==> src/rtl/operand_skid_buf.sv <==
// operand_skid_buf: 2-entry in-order operand FIFO (head + skid register).
// Outputs come straight from the head register; in_ready never sees out_ready.
module operand_skid_buf #(
  parameter int A_WIDTH = 8,
  parameter int B_WIDTH = 4
) (
  input  logic               clk,
  input  logic               resetn,
  input  logic               flush,
  input  logic               in_valid,
  output logic               in_ready,
  input  logic [A_WIDTH-1:0] in_a,
  input  logic [B_WIDTH-1:0] in_b,
  input  logic [3:0]         in_c,
  output logic               out_valid,
  input  logic               out_ready,
  output logic [A_WIDTH-1:0] out_a,
  output logic [B_WIDTH-1:0] out_b,
  output logic [3:0]         out_c,
  output logic [1:0]         count
);

  localparam int W = A_WIDTH + B_WIDTH + 4;

  typedef enum logic [1:0] {
    EMPTY = 2'd0,
    ONE   = 2'd1,
    FULL  = 2'd2
  } state_e;

  state_e         state_q;
  state_e         state_d;
  logic [W-1:0]   head_q;
  logic [W-1:0]   head_d;
  logic [W-1:0]   skid_q;
  logic [W-1:0]   skid_d;
  logic [W-1:0]   in_tuple;
  logic           push;
  logic           pop;

  assign in_tuple  = {in_a, in_b, in_c};

  // Handshake flags depend only on occupancy.
  assign in_ready  = (state_q != FULL);
  assign out_valid = (state_q != EMPTY);
  assign count     = state_q;

  assign push = in_valid & in_ready & ~flush;
  assign pop  = out_valid & out_ready & ~flush;

  assign out_a = head_q[W-1 -: A_WIDTH];
  assign out_b = head_q[4 +: B_WIDTH];
  assign out_c = head_q[3:0];

  // Next occupancy and data; flush empties without touching data.
  always_comb begin
    state_d = state_q;
    head_d  = head_q;
    skid_d  = skid_q;
    if (flush) begin
      state_d = EMPTY;
    end else begin
      unique case (state_q)
        EMPTY: begin
          if (push) begin
            head_d  = in_tuple;
            state_d = ONE;
          end
        end
        ONE: begin
          unique case ({push, pop})
            2'b11: head_d = in_tuple;
            2'b10: begin
              skid_d  = in_tuple;
              state_d = FULL;
            end
            2'b01: state_d = EMPTY;
            default: ;
          endcase
        end
        FULL: begin
          if (pop) begin
            head_d  = skid_q;
            state_d = ONE;
          end
        end
        default: state_d = EMPTY;
      endcase
    end
  end

  // Occupancy and storage registers, cleared by async reset.
  always_ff @(posedge clk or negedge resetn) begin
    if (!resetn) begin
      state_q <= EMPTY;
      head_q  <= '0;
      skid_q  <= '0;
    end else begin
      state_q <= state_d;
      head_q  <= head_d;
      skid_q  <= skid_d;
    end
  end

endmodule
==> config.mk <==
export PLATFORM = sky130hd
export DESIGN_NAME = operand_skid_buf
export DESIGN_NICKNAME = d
export VERILOG_FILES = /design/src/rtl/operand_skid_buf.sv
export SDC_FILE = /design/constraint.sdc
export NUM_CORES = 1
export LEC_CHECK = 0
export CAP_MARGIN = 20
export CORE_MARGIN = 1
export CORE_UTILIZATION = 40
export DETAILED_ROUTE_END_ITERATION = 8
export HOLD_SLACK_MARGIN = 0.03
export PLACE_DENSITY = 0.72
export SYNTH_ARGS = -nofsm -noshare
export SYNTH_HDL_FRONTEND = slang
export SYNTH_SLANG_ARGS = --single-unit
==> constraint.sdc <==
create_clock -name clk -period 2.1 [get_ports clk]
set_clock_uncertainty 0.15 [all_clocks]
set_input_delay 0.42 -clock clk [delete_from_list [all_inputs] [get_ports clk]]
set_output_delay 0.42 -clock clk [all_outputs]
set_load 0.05 [all_outputs]
; After elaboration in Yosys (flattened, before gate mapping)
; Index checks and enable logic that the tools add are counted.
[word_totals]
word_cells = 35
register_bits = 34
[classes]
reduce_logical = 6
n_mux = 9
n_eq_ne = 12
bitwise = 5
[ops]
columns = op, n
row1 = two-way mux 16 bit, 3
row2 = one-hot mux 16 bit (3 select lines), 1
row3 = "== test 2 bit, second input constant", 3
row4 = two-way mux 2 bit, 3
row5 = "!= test 2 bit, second input constant", 3
row6 = "!= test 3 bit, second input constant", 2
row7 = one-hot mux 2 bit (3 select lines), 1
row8 = AND reduction 3 bit, 2
row9 = AND reduction 5 bit, 1
row10 = bitwise AND 1 bit, 4
row11 = "== test 2 x 1 -> 1 bit, second input constant", 2
row12 = "!= test 4 x 3 -> 1 bit, second input constant", 1
row13 = one-hot mux 2 bit (2 select lines), 1
row14 = nonzero test 3 bit, 1
row15 = zero test 2 bit, 1
row16 = "!= test 2 x 1 -> 1 bit, second input constant", 1
row17 = nonzero test 2 bit, 1
row18 = inverter 1 bit, 1

; Logic depth before layout (Yosys ltp)
[logic_depth]
depth_word = 7
ltp_mapped = 5
ltp_nobuf = 4

; Least setup slack after synthesis
; OpenSTA, ideal clock, no wires.
[synth_path]
path_kind = register to register
startpoint = reg state_q[1], in the netlist count[1]
endpoint = reg head_q[0]
arrival_ps = 1751
stages_incl_launch_ff = 6
synth_period_minus_slack_ps = 2026
setup_time_ps = 125
setup_slack_ps = 74
cell_sequence = dfrtp_1 > nor2b_1 > buf_6 > buf_6 > mux2_4 > mux2_4
[synth_between]
elab_chain_cells = 6
word_cells_on_any_way = 16
[synth_lines]
columns = element, line
row1 = from (decl), 31  ; state_e state_q;
row2 = from (signal assigned), 99  ; state_q <= state_d;
row3 = != test 2 bit / nonzero test 2 bit (equally long branches), "44, 45"
row4 = bitwise AND 1 bit (on tied branches) (2 in series), "48, 49"
row5 = == test 2 bit, 71  ; unique case ({push, pop})
row6 = != test 2 x 1 -> 1 bit (no line), n/a
row7 = AND reduction 5 bit (no line), n/a
row8 = to (signal assigned), 96  ; head_q <= '0;
row9 = to (signal assigned), 100  ; head_q <= head_d;
row10 = to (decl), 33  ; logic [W-1:0] head_q;
; Parallel ways exist; a longest one is shown, timed or not.
; A chain may end at the register's enable or synchronous reset.

; Worst setup path after layout
[layout_path]
startpoint = reg head_q[6]
endpoint = out out_b[2]
[layout_lines]
columns = element, line
row1 = to (decl), 18  ; output logic [B_WIDTH-1:0] out_b,
; No word-level cell between the ends.

==> impl_metrics.tcl <==
set metrics [dict create \
    result_of_the_run "complete, no violations" \
    critPathRequiredTime_ns 1.53 \
    antenna_found_initial 0 \
    crit_path_max_incr_delay_ns 0.80 \
    grt_setup_unrepaired "no" \
    vias 993 \
    cts-buffers-inserted 5 \
    worst_setup_path_end_kind "primary output" \
    grt_pass1_wl_um 5000 \
    report.power.total_uw 2070 \
    grt_util_all_layers_pct 16.0 \
    clk_transition_reported_paths_ns 0.06 \
    pin_count 41 \
    gr-total-overflow 0 \
    detail_route.wirelength.met1_um 1370 \
    placed_cells_incl_taps 196 \
    io_buffers 40 \
    maxSlewHeadroom_pct 66.2 \
    critical-path-slowest-cell "sky130_fd_sc_hd__clkdlybuf4s50_1" \
    ctsRootBufferMaster "sky130_fd_sc_hd__clkbuf_8" \
    maxClockFrequency_ghz 0.496 \
    routedWlPerCell_um 15.1 \
    synth_nets 123 \
    finalWirelength_um 3070 \
    critical-path-top-delay-family "buffers and inverters" \
    holdPathEnd "head_q[12]" \
    timing.rr.start "count[1]" \
    ys_types 21 \
    post_cts.resized_instances 0 \
    post_synthesis_cell_area_um2 1660 \
    crit_path_max_fanout 2 \
    setup_tns_ns 0 \
    report.final.slew_viol_count 0 \
    crit_buf_inv 1 \
    postRouteAntennaNets 0 \
    timing_hold_violations_final 0 \
    placeableCoreArea_um2 4000 \
    site_row_count 23 \
    setup_viol 0 \
    post_layout_nonfiller_instances 203 \
    synth_top_cells_by_area "sky130_fd_sc_hd__dfrtp_1 (51%), sky130_fd_sc_hd__mux2_4 (23%), sky130_fd_sc_hd__mux2_2 (14%)" \
    worst-r2r-setup-slack_ns 0.29 \
    cts_tree "yes" \
    grt_max_degree 35 \
    cts_htree_levels 2 \
    timing.hold.worst.start "head_q[12]" \
    post_cts_repair_timing_setup_buffer_count 0 \
    nNetsFinal 174 \
    worst-setup-path-type "reg -> out" \
    count_of_inserted_antenna_diode_cells 0 \
    post-synth-top-area-fraction_pct 51.1 \
    drt_iter0_markers 24 \
    die_area_um2 4420 \
    total_number_of_yosys_warnings 0 \
    drc 0 \
    met3_length_um 156 \
    hpwl_um 2160 \
    number_of_detailed_route_iterations_in_the_first_pass 4 \
    ys_seq_area_share_pct 51.1 \
    timing.reg2reg.worst_path_depth 4 \
    crit_path_start "head_q[6]" \
    timing.critical_path.arrival_ns 1.45 \
    route.top_layer_used "met4" \
    cts-hold-fix-buffers 0 \
    cts-root-to-sink-buffers 2 \
    timing.max_cap.violations 0 \
    dr_wl_met2_um 1470 \
    yosys.area.top_type "sky130_fd_sc_hd__dfrtp_1" \
    clk_latency_ns 0.28 \
    ys_ff_latch 34 \
    min_path_cells 1 \
    floorplan.initialDensity_pct 41.6 \
    start_kind "flip-flop" \
    first_global_vias 1053 \
    fillerInstances 319 \
    clock_sinks 34 \
    avgSynthCellArea_um2 16.3 \
    timing.critical_path.cells "clkdlybuf4s50_1" \
    routed_via_density 4.89 \
    syn2layout_area_growth_pct 34.6 \
    height_of_the_die_um 66.5 \
    timing.hold.worst.class "reg -> reg" \
    pwr_density_nw_per_um2 923 \
    maximum_resistive_drop_on_vdd_v 0.000582 \
    worstReg2RegEnd "head_q[13]" \
    die_width_um 66.5 \
    final_layout_size_suffix_gt1_share_pct 45.8 \
    synthesized_netlist_cell_count 102 \
    tightest_slew_ns 0.505 \
    power.leakage_uw 0.000965 \
    final_min_period_over_clock_period_pct 96.0 \
    place_congestion 0.818 \
    period_needed_ns 2.02 \
]
[layer usage]
| metal | track usage [%] | vias up |
|---|---|---|
| li1 | - | 465 |
| met3 | 6.85 | 8 |
| met1 | 20.1 | 485 |
| met4 | 6.38 | 0 |
| met5 | 0 | - |
| met2 | 24.0 | 35 |
[sequential cells by signal, summed over array words and instances (netlist names)]
register	flops
skid_q	16
head_q	16
count	2
[power by group]
part / switching [µW] / internal (µW)
logic: 370 / 355
registers: 86.3 / 809
clock network: 220 / 228
[cell usage in the layout, fill, tap and decap left out]
| cell | Yosys | routed |
|---|---|---|
| sky130_fd_sc_hd__clkdlybuf4s50_1 | 0 | 36 |
| sky130_fd_sc_hd__dfrtp_1 | 34 | 34 |
| sky130_fd_sc_hd__mux2_4 | 26 | 26 |
| sky130_fd_sc_hd__mux2_2 | 20 | 20 |
| sky130_fd_sc_hd__buf_4 | 0 | 9 |
| sky130_fd_sc_hd__clkbuf_8 | 0 | 5 |
| sky130_fd_sc_hd__buf_12 | 1 | 3 |
| sky130_fd_sc_hd__nor2b_2 | 1 | 2 |
| sky130_fd_sc_hd__a21oi_1 | 2 | 2 |
| sky130_fd_sc_hd__mux2_1 | 2 | 2 |
| sky130_fd_sc_hd__clkbuf_1 | 0 | 2 |
| sky130_fd_sc_hd__or2_2 | 1 | 1 |
| sky130_fd_sc_hd__inv_1 | 1 | 1 |
| sky130_fd_sc_hd__nand2b_2 | 1 | 1 |
| sky130_fd_sc_hd__nor3b_4 | 1 | 1 |
| sky130_fd_sc_hd__nand3b_1 | 1 | 1 |
| sky130_fd_sc_hd__nand2_2 | 1 | 1 |
| sky130_fd_sc_hd__a21oi_4 | 1 | 1 |
| sky130_fd_sc_hd__nor3_1 | 1 | 1 |
| sky130_fd_sc_hd__nand2_1 | 1 | 1 |
| sky130_fd_sc_hd__o21a_1 | 1 | 1 |
| sky130_fd_sc_hd__o22a_1 | 1 | 1 |
| sky130_fd_sc_hd__nor2_1 | 1 | 1 |
[cells in the mapped netlist]
cell type and count:
sky130_fd_sc_hd__a21oi_4 1, sky130_fd_sc_hd__nor3_1 1, sky130_fd_sc_hd__buf_6 3, sky130_fd_sc_hd__nand2_1 1, sky130_fd_sc_hd__a21oi_1 2, sky130_fd_sc_hd__nor2b_2 1, sky130_fd_sc_hd__nand3b_1 1, sky130_fd_sc_hd__inv_1 1
sky130_fd_sc_hd__nor3b_4 1, sky130_fd_sc_hd__buf_12 1, sky130_fd_sc_hd__mux2_4 26, sky130_fd_sc_hd__o22a_1 1, sky130_fd_sc_hd__nor2_1 1, sky130_fd_sc_hd__o21a_1 1, sky130_fd_sc_hd__mux2_2 20, sky130_fd_sc_hd__mux2_1 2
sky130_fd_sc_hd__or2_2 1, sky130_fd_sc_hd__nand2_2 1, sky130_fd_sc_hd__dfrtp_1 34, sky130_fd_sc_hd__nand2b_2 1, sky130_fd_sc_hd__nor2b_1 1
[area by class of cell]
class                   count  area [µm²]  share of cell area, %
clock buffers               7        76.3                   3.41
inverters                   1        3.75                  0.168
multi-input cells          63         758                   33.9
flip-flops and latches     34         851                   38.0
well taps                  50        62.6                   2.79
repair buffers             48         488                   21.8
[cell families after synthesis]
family | synth area share, %
mux | 38.3
flops | 51.1
simple gates | 4.51
compound gates | 2.56
buf+inv | 3.46
[per-stage QoR]
stage | area, µm² | utilization (%) | hold WS (ns) | setup slack [ns]
final | 2240 | 56.0 | 0.334 | 0.0833
after global routing | 2240 | 56.0 | 0.373 | 0.0163
after CTS | 2240 | 56.0 | 0.341 | 0.0789
after detailed placement | 2160 | 54.1 | 0.326 | -0.108
after global placement | 2160 | 54.1 | 0.317 | -0.0456
after floorplan | 1660 | - | -0.0256 | 0.0741
[worst max path at each step]
stage                            to  slack [ns]  cells past startpoint
final                      out_b[2]        0.08                      1
after CTS                  out_b[2]        0.08                      1
after global placement    head_q[7]       -0.05                      6
after floorplan           head_q[0]        0.07                      5
after detailed placement  skid_q[4]       -0.11                      5
after global routing       in_ready        0.02                      4
Note: power is estimated with default switching activity, not from simulation.
